==> src/rtl/pwr_seq_pkg.sv <==
// Shared definitions for the panel power-rail sequencer: state encoding,
// rail polarity, default step delays and per-state rail decode helpers.
package pwr_seq_pkg;

  typedef enum logic [2:0] {
    ST_OFF     = 3'd0,
    ST_UP_AVDD = 3'd1,
    ST_UP_GATE = 3'd2,
    ST_UP_MUX  = 3'd3,
    ST_ON      = 3'd4,
    ST_DN_MUX  = 3'd5,
    ST_DN_GATE = 3'd6,
    ST_DISCHG  = 3'd7
  } pwr_state_t;

  localparam logic RAIL_ON  = 1'b0;
  localparam logic RAIL_OFF = 1'b1;

  localparam logic [15:0] T_AVDD_MS_DEF   = 16'd10;
  localparam logic [15:0] T_GATE_MS_DEF   = 16'd500;
  localparam logic [15:0] T_MUX_MS_DEF    = 16'd5;
  localparam logic [15:0] T_DOWN_MS_DEF   = 16'd50;
  localparam logic [15:0] T_DISCHG_MS_DEF = 16'd10;

  function automatic logic avdd_on(input pwr_state_t s);
    return s inside {ST_UP_AVDD, ST_UP_GATE, ST_UP_MUX, ST_ON, ST_DN_MUX, ST_DN_GATE};
  endfunction

  function automatic logic gate_on(input pwr_state_t s);
    return s inside {ST_UP_GATE, ST_UP_MUX, ST_ON, ST_DN_MUX};
  endfunction

  function automatic logic mux_on(input pwr_state_t s);
    return s inside {ST_UP_MUX, ST_ON};
  endfunction

endpackage

==> src/rtl/pwr_ms_timer.sv <==
// Millisecond step timer: us prescaler, ms prescaler and 16-bit ms counter,
// restarted by clear in the first cycle of each sequencer state.
module pwr_ms_timer #(
  parameter int unsigned CLK_PER_US = 81,
  parameter int unsigned US_PER_MS  = 1000
) (
  input  logic        clk,
  input  logic        rst_n,
  input  logic        clear,
  input  logic [15:0] tlen,
  output logic        done
);

  localparam int unsigned UW = (CLK_PER_US > 1) ? $clog2(CLK_PER_US) : 1;
  localparam int unsigned PW = (US_PER_MS > 1) ? $clog2(US_PER_MS) : 1;
  localparam logic [UW-1:0] US_LAST  = UW'(CLK_PER_US - 1);
  localparam logic [PW-1:0] PRE_LAST = PW'(US_PER_MS - 1);

  logic [UW-1:0] us_cnt, us_e;
  logic [PW-1:0] pre_cnt, pre_e;
  logic [15:0]   ms_cnt, ms_e;
  logic          us_wrap, pre_wrap;

  // clear acts on the current cycle, so the entry cycle already counts as elapsed cycle 0
  assign us_e  = clear ? '0 : us_cnt;
  assign pre_e = clear ? '0 : pre_cnt;
  assign ms_e  = clear ? '0 : ms_cnt;

  assign us_wrap  = (us_e == US_LAST);
  assign pre_wrap = (pre_e == PRE_LAST);

  assign done = (tlen == 16'd0) ? clear
                                : (us_wrap && pre_wrap && (ms_e == tlen - 16'd1));

  always_ff @(posedge clk or negedge rst_n) begin
    if (!rst_n) begin
      us_cnt  <= '0;
      pre_cnt <= '0;
      ms_cnt  <= '0;
    end else begin
      us_cnt  <= us_wrap ? '0 : us_e + 1'b1;
      pre_cnt <= us_wrap ? (pre_wrap ? '0 : pre_e + 1'b1) : pre_e;
      ms_cnt  <= (us_wrap && pre_wrap) ? ms_e + 16'd1 : ms_e;
    end
  end

endmodule

==> src/rtl/pwr_seq_ctrl.sv <==
// Panel power-rail sequencer: ordered AVDD/gate/mux power-up, reverse power-down,
// fast-off discharge. Optional rail-fault input under PWR_SEQ_FAULT_EN.
//
// state      | meaning
// OFF        | all rails off, waiting for on request
// UP_AVDD    | AVDD on, settling before gate rails
// UP_GATE    | gate rails on, settling before mux enable
// UP_MUX     | mux enables on, settling before pwr_good
// ON         | fully powered, pwr_good high
// DN_MUX     | mux off, gate rails still on
// DN_GATE    | gate rails off, AVDD still on
// DISCHG     | all rails off, discharge hold
module pwr_seq_ctrl
  import pwr_seq_pkg::*;
#(
  parameter int unsigned CLK_PER_US  = 81,
  parameter int unsigned US_PER_MS   = 1000,
  parameter logic [15:0] T_AVDD_MS   = T_AVDD_MS_DEF,
  parameter logic [15:0] T_GATE_MS   = T_GATE_MS_DEF,
  parameter logic [15:0] T_MUX_MS    = T_MUX_MS_DEF,
  parameter logic [15:0] T_DOWN_MS   = T_DOWN_MS_DEF,
  parameter logic [15:0] T_DISCHG_MS = T_DISCHG_MS_DEF
) (
  input  logic       clk,
  input  logic       rst_n,
  input  logic       pwr_on_req,
  input  logic       pwr_off_req,
  input  logic       fast_off,
  output logic       en_p14v,
  output logic       en_n14v,
  output logic       en_gvddp,
  output logic       en_gvddn,
  output logic       en_vgh,
  output logic       en_vgl,
  output logic [3:0] mux_en,
  output logic [1:0] mux_en_test,
  output logic       pwr_good,
  output logic       busy,
  output logic [2:0] pwr_state
`ifdef PWR_SEQ_FAULT_EN
  ,
  input  logic       pwr_fault,
  output logic       fault_sticky
`endif
);

  pwr_state_t  state, nxt;
  logic        tmr_clr, tmr_done, restart;
  logic [15:0] tlen;
  logic        pend_on, on_ok, fault_kill, kill;

`ifdef PWR_SEQ_FAULT_EN
  logic flt_s1, flt_s2;

  always_ff @(posedge clk or negedge rst_n) begin
    if (!rst_n) begin
      flt_s1       <= 1'b0;
      flt_s2       <= 1'b0;
      fault_sticky <= 1'b0;
    end else begin
      flt_s1 <= pwr_fault;
      flt_s2 <= flt_s1;
      if (fault_kill)
        fault_sticky <= 1'b1;
      else if (pwr_off_req && state == ST_OFF)
        fault_sticky <= 1'b0;
    end
  end

  assign fault_kill = flt_s2 && !(state inside {ST_OFF, ST_DISCHG});
  assign on_ok      = pwr_on_req && !fault_sticky;
`else
  assign fault_kill = 1'b0;
  assign on_ok      = pwr_on_req;
`endif

  assign kill      = (fast_off && state != ST_OFF) || fault_kill;
  assign pwr_state = state;

  always_comb begin
    tlen = 16'd0;
    case (state)
      ST_UP_AVDD:           tlen = T_AVDD_MS;
      ST_UP_GATE:           tlen = T_GATE_MS;
      ST_UP_MUX, ST_DN_MUX: tlen = T_MUX_MS;
      ST_DN_GATE:           tlen = T_DOWN_MS;
      ST_DISCHG:            tlen = T_DISCHG_MS;
      default:              tlen = 16'd0;
    endcase
  end

  always_comb begin
    nxt = state;
    if (kill) begin
      nxt = ST_DISCHG;
    end else begin
      case (state)
        ST_OFF:     if (!pwr_off_req && (on_ok || pend_on)) nxt = ST_UP_AVDD;
        ST_UP_AVDD: if (pwr_off_req) nxt = ST_DN_GATE;
                    else if (tmr_done) nxt = ST_UP_GATE;
        ST_UP_GATE: if (pwr_off_req) nxt = ST_DN_MUX;
                    else if (tmr_done) nxt = ST_UP_MUX;
        ST_UP_MUX:  if (pwr_off_req) nxt = ST_DN_MUX;
                    else if (tmr_done) nxt = ST_ON;
        ST_ON:      if (pwr_off_req) nxt = ST_DN_MUX;
        ST_DN_MUX:  if (tmr_done) nxt = ST_DN_GATE;
        ST_DN_GATE: if (tmr_done) nxt = ST_DISCHG;
        ST_DISCHG:  if (tmr_done) nxt = ST_OFF;
        default:    nxt = ST_OFF;
      endcase
    end
  end

  // a repeated fast-off in DISCHG re-arms the discharge hold
  assign restart = kill || (nxt != state);

  always_ff @(posedge clk or negedge rst_n) begin
    if (!rst_n) begin
      state       <= ST_OFF;
      tmr_clr     <= 1'b1;
      pend_on     <= 1'b0;
      en_p14v     <= RAIL_OFF;
      en_n14v     <= RAIL_OFF;
      en_gvddp    <= RAIL_OFF;
      en_gvddn    <= RAIL_OFF;
      en_vgh      <= RAIL_OFF;
      en_vgl      <= RAIL_OFF;
      mux_en      <= 4'h0;
      mux_en_test <= 2'b00;
      pwr_good    <= 1'b0;
      busy        <= 1'b0;
    end else begin
      state       <= nxt;
      tmr_clr     <= restart;
      en_p14v     <= avdd_on(nxt) ? RAIL_ON : RAIL_OFF;
      en_n14v     <= avdd_on(nxt) ? RAIL_ON : RAIL_OFF;
      en_gvddp    <= gate_on(nxt) ? RAIL_ON : RAIL_OFF;
      en_gvddn    <= gate_on(nxt) ? RAIL_ON : RAIL_OFF;
      en_vgh      <= gate_on(nxt) ? RAIL_ON : RAIL_OFF;
      en_vgl      <= gate_on(nxt) ? RAIL_ON : RAIL_OFF;
      mux_en      <= mux_on(nxt) ? 4'hF : 4'h0;
      mux_en_test <= mux_on(nxt) ? 2'b11 : 2'b00;
      pwr_good    <= (nxt == ST_ON);
      busy        <= !(nxt inside {ST_OFF, ST_ON});
      if (kill || pwr_off_req)
        pend_on <= 1'b0;
      else if (on_ok && (state inside {ST_DN_MUX, ST_DN_GATE, ST_DISCHG}))
        pend_on <= 1'b1;
      else if (state == ST_OFF && nxt == ST_UP_AVDD)
        pend_on <= 1'b0;
    end
  end

  pwr_ms_timer #(
    .CLK_PER_US (CLK_PER_US),
    .US_PER_MS  (US_PER_MS)
  ) u_timer (
    .clk   (clk),
    .rst_n (rst_n),
    .clear (tmr_clr),
    .tlen  (tlen),
    .done  (tmr_done)
  );

endmodule
==> config.mk <==
export PLATFORM = sky130hd
export DESIGN_NAME = pwr_seq_ctrl
export DESIGN_NICKNAME = d
export VERILOG_FILES = /design/src/rtl/pwr_seq_pkg.sv /design/src/rtl/pwr_ms_timer.sv /design/src/rtl/pwr_seq_ctrl.sv
export SDC_FILE = /design/constraint.sdc
export NUM_CORES = 1
export LEC_CHECK = 0
export CAP_MARGIN = 10
export CORE_MARGIN = 3
export CORE_UTILIZATION = 50
export DETAILED_ROUTE_END_ITERATION = 6
export GPL_TIMING_DRIVEN = 0
export HOLD_SLACK_MARGIN = 0.08
export PLACE_DENSITY = 0.79
export SLEW_MARGIN = 30
export SYNTH_ARGS = -nofsm -noshare
export SYNTH_HDL_FRONTEND = slang
export SYNTH_HIERARCHICAL = 1
export SYNTH_SLANG_ARGS = --single-unit
==> constraint.sdc <==
create_clock -name clk -period 10.5 [get_ports clk]
set_clock_uncertainty 0.2 [all_clocks]
set_input_delay 2.1 -clock clk [delete_from_list [all_inputs] [get_ports clk]]
set_output_delay 2.1 -clock clk [all_outputs]
set_load 0.1 [all_outputs]
==> flow_metrics.tcl <==
set metrics [dict create \
    status "finished, final reports clean" \
    synth_cell_type_count 61 \
    cts-hold-fix-buffers 0 \
    critPathSlowestCell "dfstp_2" \
    place_hpwl_um 4919 \
    regToRegStartpoint "tmr_clr" \
    cpPeakStageDelay_ns 0.62 \
    slew_headroom_pct 33.78 \
    setup.worst_path.end_class "flip-flop" \
    core_area_sq_um 5709 \
    fp.dieW_um 84.32 \
    synthArstFlopShare_pct 100.0 \
    worstPathMaxFanout 10 \
    root_buffer "clkbuf_8" \
    post-route-period-util_pct 48.87 \
    rows 27 \
    clk_latency_ns 0.30 \
    avgSynthCellArea_sq_um 8.838 \
    ys.warnings.count 6 \
    maxCapViolations 0 \
    path_clk_slew_ns 0.08 \
    synth-edff-count 0 \
    dieArea_sq_um 7109 \
    drive_gt1_share_pct 11.25 \
    drt_wl_total_um 6414 \
    final_common_cell "dfrtp_1" \
    p_total_w 0.0003200 \
    final_cell_mix "40 x dfrtp_1, 36 x nor2_1, 33 x conb_1" \
    vias 2530 \
    antenna_cells 0 \
    cp-endpoint "mux_en_test[0]" \
    fin_util_pct 63.53 \
    area_delta_synth_final_pct 18.28 \
    drt_iter0_markers 106 \
    postRouteAntennaNets 0 \
    viasPerCell 5.260 \
    max_freq_mhz 194.9 \
    numCtsBuffers 5 \
    io_buffer_count 21 \
    arrival_ns 5.12 \
    path_depth 17 \
    ios 22 \
    path_delay_family "simple AND/OR/NAND/NOR gates" \
    setup_tns_ns 0 \
    grt_pass1_wl_um 11270 \
    ir_worst_vdd_v 0.00009514 \
    r2r_end "mux_en_test[0]" \
    overflow 0 \
    ys_ff_latch 43 \
    r2r.worst_path.cells 17 \
    nets 419 \
    layout_min_cycle_time_ns 5.132 \
    crit_chain "clkbuf_1, buf_2, clkbuf_1, nand2b_1, ha_1, nor4b_1, and3_1, clkbuf_1, nand2_1, nor4_1, nand4_1, o41ai_2, inv_1, a211o_1, a31oi_4, or2_4, o21ai_2" \
    yosys.area.top_type "dfrtp_1" \
    grt_pass1_vias 2437 \
    htree_levels 2 \
    syn_inst 347 \
    power.density_nw_per_um2 88.21 \
    hp-class "flip-flop to flip-flop" \
    gp_congestion 0.8836 \
    criticalPathCategory "flip-flop to flip-flop" \
    track_usage_pct 19.15 \
    p_leak_nw 1.586 \
    drc 0 \
    cpMostUsedCell "clkbuf_1" \
    cts-resized-gates 0 \
    path_buf_inv 5 \
    cts_tree "done" \
    synthDominantCellAreaShare_pct 32.64 \
    synth_flop_cell "dfrtp_1" \
    rsz0062_at_grt "false" \
    reg2reg_slack_ns 5.37 \
    synth_area_leaders "dfrtp_1 33%, xnor2_1 6.9%, xor2_1 6.9%" \
    tightest_slew_ns 0.9902 \
    dr.pass1.iters 4 \
    antenna_found_initial 0 \
    initial_core_util_pct 53.71 \
    yosysSeqAreaShare_pct 35.21 \
    required_ns 10.49 \
    clock_sinks 43 \
    hold_violations 0 \
    worstSetupStartpointType "flip-flop" \
    clock_path_buffers 2 \
    critPathLaunch "tmr_clr" \
    cts_setup_buffers 0 \
    slew_violations 0 \
    holdPathStages 2 \
    synth_area_sq_um 3067 \
    die_y_um 84.32 \
    setup_viol 0 \
    wl_per_cell_um 13.33 \
    grt_max_degree 30 \
]
==> sequential cells by signal (all words and copies together), names as in the netlist, 3 cells and up <==
register	count
u_timer/ms_cnt	16
u_timer/us_cnt	7
pwr_state	3
u_timer/pre_cnt	10
==> metrics by stage <==
stage	hold WS (ns)	instances	setup slack, ns	instance area [sq um]
global route	0.3775	481	4.965	3627
finish	0.3709	481	5.368	3627
floorplan	0.3111	379	5.623	3187
detailed placement	0.3471	473	5.428	3515
global placement	0.3301	472	5.130	3487
CTS	0.3674	481	5.386	3627
==> area by class of cell <==
class | count | area, sq um
plain buffers | 20 | 121.4
multi-input cells | 302 | 1946
clock inverters | 3 | 43.79
inverters | 14 | 52.55
clock buffers | 5 | 68.82
well taps | 72 | 90.09
flip-flops and latches | 43 | 1080
repair buffers | 22 | 225.2
fillers | 488 | 2082
==> synthesized netlist by cell type (5+ instances only) <==
cell type  instances
nand2b_1          16
ha_1               6
nor2b_1            7
and3_1             5
xnor2_1           24
nor3_1            14
clkbuf_1           6
xor2_1            24
inv_1             13
nand4_1           13
buf_4              9
dfrtp_1           40
a21oi_1            8
nand3_1           10
nor2_1            36
o21ai_0           10
nand2_1           24
nor4_1            11
==> how the worst min path moves through the flow <==
stage                       start                 end  slack, ns
2_1_floorplan   u_timer/ms_cnt[6]   u_timer/ms_cnt[6]       0.31
3_3_place_gp    u_timer/ms_cnt[6]   u_timer/ms_cnt[6]       0.33
3_5_place_dp   u_timer/pre_cnt[9]  u_timer/pre_cnt[9]       0.35
4_1_cts        u_timer/pre_cnt[9]  u_timer/pre_cnt[9]       0.37
5_1_grt        u_timer/pre_cnt[9]  u_timer/pre_cnt[9]       0.38
6_report        u_timer/ms_cnt[6]   u_timer/ms_cnt[6]       0.37
==> where the power goes <==
group / internal, W / switching [W] / leakage [nW]
clock: 0.0000708 / 0.0000568 / 0.0581
sequential: 0.000168 / 0.00000231 / 0.564
combinational: 0.00000822 / 0.0000141 / 0.965
==> metal layers <==
layer / share of wire, % / vias to the layer above / routed length [um] / track usage, %
met1: 47 / 1206 / 3037 / 25.85
met2: 50 / 23 / 3202 / 32.57
li1: - / 1297 / - / -
met4: 1.0 / 0 / 65 / 5.409
met5: 0 / - / 0 / 0
met3: 1.7 / 4 / 108 / 2.061
==> kinds of logic (layout without fill, tap and decap cells) <==
| family | count (synthesis) | after routing | synth area share, % |
|---|---|---|---|
| simple gates | 169 | 169 | 31.74 |
| xor+xnor | 48 | 48 | 13.71 |
| compound gates | 43 | 43 | 10.08 |
| flops | 43 | 43 | 35.21 |
| buf+inv | 34 | 64 | 5.671 |
| fa+ha+maj | 6 | 6 | 2.448 |
| mux | 3 | 3 | 1.020 |
| other cells | 1 | 33 | 0.1223 |
==> worst reg2reg max path, stage by stage, from the launching register on <==
cell,delay [ns]
dfstp_2,0.62
clkbuf_1,0.33
buf_2,0.32
clkbuf_1,0.35
nand2b_1,0.18
ha_1,0.15
nor4b_1,0.31
and3_1,0.20
clkbuf_1,0.25
nand2_1,0.15
nor4_1,0.37
nand4_1,0.17
o41ai_2,0.52
inv_1,0.09
a211o_1,0.30
a31oi_4,0.27
or2_4,0.20
o21ai_2,0.05
Note: power is estimated with default switching activity, not from simulation.
